$ cat src/rtl/mmss_stopwatch_pkg.sv
// ---------------------------------------------------------------------------
// mmss_stopwatch_pkg
// Shared timer definitions for the minutes/seconds stopwatch:
//   - run-control FSM state encodings
//   - saturation limits for the minutes and seconds counts
//   - helper that recognises the terminal 99:59 count
// No ports (package).
// ---------------------------------------------------------------------------
package mmss_stopwatch_pkg;

  typedef enum logic [1:0] {
    ST_IDLE  = 2'd0,
    ST_RUN   = 2'd1,
    ST_PAUSE = 2'd2,
    ST_FULL  = 2'd3
  } state_t;

  localparam logic [6:0] MAX_MIN = 7'd99;
  localparam logic [6:0] MAX_SEC = 7'd59;

  // True when the count sits at 99:59, i.e. the next tick must saturate.
  function automatic logic is_terminal(input logic [6:0] mins, input logic [6:0] secs);
    return (mins == MAX_MIN) && (secs == MAX_SEC);
  endfunction

endpackage

$ cat src/rtl/mmss_stopwatch_btn_debounce.sv
// ---------------------------------------------------------------------------
// mmss_stopwatch_btn_debounce
// Push-button conditioner: 2-flop synchroniser, stable-level debounce
// counter and a one-cycle press pulse on the debounced rising edge.
// Ports:
//   clk     in   system clock
//   rst_n   in   synchronous active-low reset
//   btn_raw in   raw active-high button, asynchronous to clk
//   level   out  debounced button level
//   press   out  one-cycle pulse, registered, on debounced 0->1 edge
// Latency from raw rise to press high: 2 + DB_CYCLES + 1 clocks.
// ---------------------------------------------------------------------------
module mmss_stopwatch_btn_debounce #(
  parameter int unsigned DB_CYCLES = 1_000_000
) (
  input  logic clk,
  input  logic rst_n,
  input  logic btn_raw,
  output logic level,
  output logic press
);

  localparam int CW = $clog2(DB_CYCLES + 1);
  localparam logic [CW-1:0] CNT_LAST = CW'(DB_CYCLES - 1);

  logic          sync1_reg;
  logic          sync2_reg;
  logic          level_reg;
  logic          level_prev_reg;
  logic          press_reg;
  logic [CW-1:0] cnt_reg;

  always_ff @(posedge clk) begin
    if (!rst_n) begin
      sync1_reg      <= 1'b0;
      sync2_reg      <= 1'b0;
      level_reg      <= 1'b0;
      level_prev_reg <= 1'b0;
      press_reg      <= 1'b0;
      cnt_reg        <= '0;
    end else begin
      sync1_reg <= btn_raw;
      sync2_reg <= sync1_reg;

      // The counter only advances while the synchronised input disagrees
      // with the accepted level; any agreement restarts the window. The
      // level flips on the DB_CYCLES-th consecutive disagreeing cycle.
      if (sync2_reg != level_reg) begin
        if (cnt_reg == CNT_LAST) begin
          level_reg <= sync2_reg;
          cnt_reg   <= '0;
        end else begin
          cnt_reg <= cnt_reg + CW'(1);
        end
      end else begin
        cnt_reg <= '0;
      end

      // Edge detect one cycle behind the level so the pulse is a clean flop.
      level_prev_reg <= level_reg;
      press_reg      <= level_reg & ~level_prev_reg;
    end
  end

  assign level = level_reg;
  assign press = press_reg;

endmodule

$ cat src/rtl/mmss_stopwatch.sv
// ---------------------------------------------------------------------------
// mmss_stopwatch
// Start/pause/clear stopwatch feeding the seven-segment display controller
// with binary minutes (0..99) and seconds (0..59).
// Ports:
//   clk        in   system clock, rising edge
//   rst_n      in   synchronous active-low reset
//   btn_start  in   raw start/pause button (active-high, async)
//   btn_clear  in   raw clear button (active-high, async)
//   num_min    out  minutes 0..99, registered
//   num_sec    out  seconds 0..59, registered
//   running    out  high while in RUN, registered
//   full       out  high while saturated at 99:59 (FULL), registered
// ---------------------------------------------------------------------------
module mmss_stopwatch
  import mmss_stopwatch_pkg::*;
#(
  parameter int unsigned TICK_DIV  = 100_000_000,
  parameter int unsigned DB_CYCLES = 1_000_000
) (
  input  logic       clk,
  input  logic       rst_n,
  input  logic       btn_start,
  input  logic       btn_clear,
  output logic [6:0] num_min,
  output logic [6:0] num_sec,
  output logic       running,
  output logic       full
);

  localparam int PW = $clog2(TICK_DIV);
  localparam logic [PW-1:0] PRESC_LAST = PW'(TICK_DIV - 1);

  logic start_press;
  logic clear_press;
  logic start_level;
  logic clear_level;

  mmss_stopwatch_btn_debounce #(.DB_CYCLES(DB_CYCLES)) u_db_start (
    .clk     (clk),
    .rst_n   (rst_n),
    .btn_raw (btn_start),
    .level   (start_level),
    .press   (start_press)
  );

  mmss_stopwatch_btn_debounce #(.DB_CYCLES(DB_CYCLES)) u_db_clear (
    .clk     (clk),
    .rst_n   (rst_n),
    .btn_raw (btn_clear),
    .level   (clear_level),
    .press   (clear_press)
  );

  // Debounced levels are not needed here; only the press pulses drive the FSM.
  logic unused_levels;
  assign unused_levels = start_level ^ clear_level;

  state_t        state_reg;
  logic [PW-1:0] presc_reg;
  logic [6:0]    min_reg;
  logic [6:0]    sec_reg;
  logic          running_reg;
  logic          full_reg;
  logic          tick;

  assign tick = (state_reg == ST_RUN) && (presc_reg == PRESC_LAST);

  // Priority: clear > tick > start. running/full are written alongside the
  // state so they always change on the same edge as the state itself.
  always_ff @(posedge clk) begin
    if (!rst_n) begin
      state_reg   <= ST_IDLE;
      presc_reg   <= '0;
      min_reg     <= '0;
      sec_reg     <= '0;
      running_reg <= 1'b0;
      full_reg    <= 1'b0;
    end else if (clear_press) begin
      state_reg   <= ST_IDLE;
      presc_reg   <= '0;
      min_reg     <= '0;
      sec_reg     <= '0;
      running_reg <= 1'b0;
      full_reg    <= 1'b0;
    end else begin
      case (state_reg)
        ST_IDLE: begin
          presc_reg <= '0;
          if (start_press) begin
            state_reg   <= ST_RUN;
            running_reg <= 1'b1;
          end
        end

        ST_RUN: begin
          if (tick) begin
            presc_reg <= '0;
            if (is_terminal(min_reg, sec_reg)) begin
              // Saturate: counts hold at 99:59, a same-cycle start is dropped.
              state_reg   <= ST_FULL;
              running_reg <= 1'b0;
              full_reg    <= 1'b1;
            end else begin
              if (sec_reg == MAX_SEC) begin
                sec_reg <= '0;
                min_reg <= min_reg + 7'd1;
              end else begin
                sec_reg <= sec_reg + 7'd1;
              end
              if (start_press) begin
                state_reg   <= ST_PAUSE;
                running_reg <= 1'b0;
              end
            end
          end else begin
            presc_reg <= presc_reg + PW'(1);
            if (start_press) begin
              state_reg   <= ST_PAUSE;
              running_reg <= 1'b0;
            end
          end
        end

        ST_PAUSE: begin
          // Prescaler holds so a resume finishes the interrupted second.
          if (start_press) begin
            state_reg   <= ST_RUN;
            running_reg <= 1'b1;
          end
        end

        ST_FULL: begin
          presc_reg <= '0;
        end

        default: begin
          state_reg   <= ST_IDLE;
          running_reg <= 1'b0;
          full_reg    <= 1'b0;
        end
      endcase
    end
  end

  assign num_min = min_reg;
  assign num_sec = sec_reg;
  assign running = running_reg;
  assign full    = full_reg;

endmodule

$ cat config.mk
export PLATFORM = sky130hd
export DESIGN_NAME = mmss_stopwatch
export DESIGN_NICKNAME = d
export VERILOG_FILES = /design/src/rtl/mmss_stopwatch_pkg.sv /design/src/rtl/mmss_stopwatch_btn_debounce.sv /design/src/rtl/mmss_stopwatch.sv
export SDC_FILE = /design/constraint.sdc
export NUM_CORES = 1
export LEC_CHECK = 0
export BUFFER_PORTS_ARGS = -buffer_cell sky130_fd_sc_hd__buf_2
export CORE_MARGIN = 2
export CORE_UTILIZATION = 44
export DETAILED_ROUTE_END_ITERATION = 10
export GPL_TIMING_DRIVEN = 0
export PLACE_DENSITY_LB_ADDON = 0.15
export SLEW_MARGIN = 20
export SYNTH_ARGS = -nofsm -noshare
export SYNTH_HDL_FRONTEND = slang
export SYNTH_HIERARCHICAL = 1
export SYNTH_SLANG_ARGS = --single-unit
$ cat constraint.sdc
create_clock -name clk -period 4.3 [get_ports clk]
set_input_delay 0.215 -clock clk [delete_from_list [all_inputs] [get_ports clk]]
set_output_delay 0.215 -clock clk [all_outputs]
set_load 0.005 [all_outputs]
==> results by group <==
Cells and area
  • Most common cell after layout, fill and taps aside: dfxtp_1
  • Nets@finish: 551
  • Max reg flops: 27
  • Area Overhead vs Synth: 10.3%
  • Layout cells sized above 1: 0.110
  • Post-Layout Cell Count: 676
  • Post-Route Utilization: 0.501
  • # fillers: 933
  • Most frequent cells in the layout: dfxtp_1 (95), nor2_1 (65), nand2_1 (34), nand3_1 (30), xnor2_1 (29)
  • Diode count: 0

Timing
  • Post-route setup slack: 1.87 ns
  • Final hold vios: 0
  • Fin crit period: 2.43 ns
  • Slew headroom: 0.520
  • Setup TNS: 0 ns
  • Final setup viols: 0
  • Fin. max-slew vios: 0
  • Slew @ Worst Pin: 0.714 ns
  • Final Skew: 0.0116 ns
  • Final period util: 0.565
  • Max Clock Freq: 0.411 GHz
  • Unrepaired setup endpoints after global routing: no

CTS
  • Clock latency at the later pin of the worst-skew pair: 0.36 ns
  • CTS resizes: 0
  • Clock Sinks: 95
  • TritonCTS Buffers: 9
  • # hold bufs at CTS: 0
  • CTS Root Cell: clkbuf_8
  • CTS Buffer Depth: 2
  • H-tree level count: 3
  • CTS tree: yes
  • Setup bufs post-CTS: 0
  • Clk slew on worst S/H paths: 0.09 ns

Power and ir drop
  • Sw Share: 0.217
  • Comb power frac: 0.012
  • Pwr Total: 1.49 mW
  • Net Sw Power: 324 uW
  • Leakage power: 1.63 nW
  • Power per standard cell area: 305 nW/um^2
  • Register share of total power: 0.591
  • Max VDD drop: 0.000145 V
  • Pint: 1.17 mW
  • Power share of the clock group: 0.397

Routing
  • Routed Antenna Nets: 0
  • Wire per inst: 12.9 um
  • 1st-iter DRT viols: 154
  • Via count: 3,608
  • Vias per cell: 5.34
  • Detailed Routing Iterations Pass 1: 4
  • DRC viols: 0
  • Total Routed Length: 8.70 mm

GRT
  • First-pass GRT wire length: 15.4 mm
  • Largest net degree at the start of global routing: 16
  • Initial antenna violation count: 0
  • GRT Resource Usage Total: 0.168
  • Overflow left after global routing: 0
  • Vias in the first global route: 3,411

Critical path
  • Slowest CP cell: clkbuf_1
  • Kind of end point of the critical path: flop
  • CP Cell Sequence: inv_1 -> ha_1 -> nor4bb_1 -> nand4_1 -> o21ai_0 -> a21o_1 -> clkbuf_1 -> clkbuf_1 -> nor2_1
  • Worst endpoint required time: 4.52 ns
  • CP arrival: 2.65 ns
  • Family with the most delay on the worst path: buffers and inverters
  • Crit path max fanout: 10
  • Worst path bufs/invs: 3
  • Max incr delay on CP: 0.43 ns
  • Critical Path Source Type: flop
  • Most frequent CP cell: clkbuf_1
  • CP Class: flop to flop

Floorplanning
  • Row cnt: 36
  • I/O pin cnt: 20
  • DIE WIDTH: 104 um
  • Core Area: 9770 sq um
  • Die footprint: 10,900 sq um
  • DIE HEIGHT: 104 um
  • Initial Util: 0.454

Placement
  • I/O Buffers: 19
  • Cells after DPL: 660
  • Place WS: 1.86 ns
  • Dpl hpwl: 6.11 mm
  • Gpl congestion: 0.797

Logic synthesis
  • Mean post-synth cell area: 8.74 sq um
  • Synth cell types: 53
  • Post-synth EDFFs: 0
  • Asr flop ratio synth: 0
  • Flop and latch count out of synthesis: 95
  • Synthesized area: 4440 sq um
  • Synth Flop Type: dfxtp_1
  • Post-Syn Nets: 521
  • Ys Warns: 6
  • Post-Syn Instances: 508
  • Post-synthesis sequential area ratio: 0.428

Run status
  • Outcome: completed

Flow run
  • MaxCap Viol Count: 0

Min path
  • HP Class: input pin to flop
## layer usage
layer,routed length (um),global-route usage,vias up
met3,182,0.0251,9
met4,127,0.0705,0
li1,-,-,1861
met5,0,0,-
met2,3940,0.264,39
met1,4450,0.229,1699
## worst paths after layout
kind	start	endpoint	slack, ns	cells past startpoint
worst min-delay path	btn_clear	u_db_clear/sync1_reg	0.07	2
worst min register to register	u_db_clear/level_prev_reg	u_db_clear/press	0.39	1
worst max-delay path	state_reg[1]	presc_reg[17]	1.87	9
worst max register to register	state_reg[1]	presc_reg[17]	1.87	9
## power by group through the flow
| stage | combinational, mW | clock (mW) | sequential, mW |
|---|---|---|---|
| final | 0.0179 | 0.593 | 0.884 |
| after global routing | 0.0204 | 0.650 | 0.885 |
| after CTS | 0.0184 | 0.616 | 0.884 |
| after detailed placement | 0.0184 | 0 | 0.905 |
| after global placement | 0.0180 | 0 | 0.905 |
| after floorplan | 0.0108 | 0 | 0.904 |
## cell usage after synthesis, drive strengths merged (12+ instances only)
library cell,instances,area share
nor3,14,0.016
o21ai,17,0.019
nand4,15,0.028
nand2,35,0.033
and3,15,0.022
clkbuf,12,0.011
inv,15,0.013
xnor2,29,0.057
or3,12,0.018
nor4,13,0.018
a21oi,29,0.034
xor2,22,0.043
dfxtp,95,0.43
nand3,30,0.034
nor2,65,0.055
## stage by stage
step	hold slack, ns	instance area, sq um
after global placement	0.375	4700
after CTS	0.0448	4900
after detailed placement	0.376	4700
after floorplan	0.333	4440
after global routing	0.0544	4900
final	0.0653	4900
## layout make-up
type | instances | area (sq um) | share of cell area
Multi-Input combinational cell | 379 | 2390 | 0.488
Sequential cell | 95 | 1900 | 0.388
Tap cell | 133 | 166 | 0.0340
Clock buffer | 10 | 138 | 0.0281
Timing Repair Buffer | 19 | 95.1 | 0.0194
Buffer | 19 | 91.3 | 0.0186
Clock inverter | 6 | 60.1 | 0.0123
Inverter | 15 | 56.3 | 0.0115
## logic make-up after synthesis
group           share of synthesized area
simple gates                        0.311
flops                               0.428
compound gates                     0.0921
xor+xnor                            0.101
buf+inv                            0.0332
fa+ha+maj                          0.0254
mux                               0.00902
No activity file was read; power rests on OpenSTA's default activity.
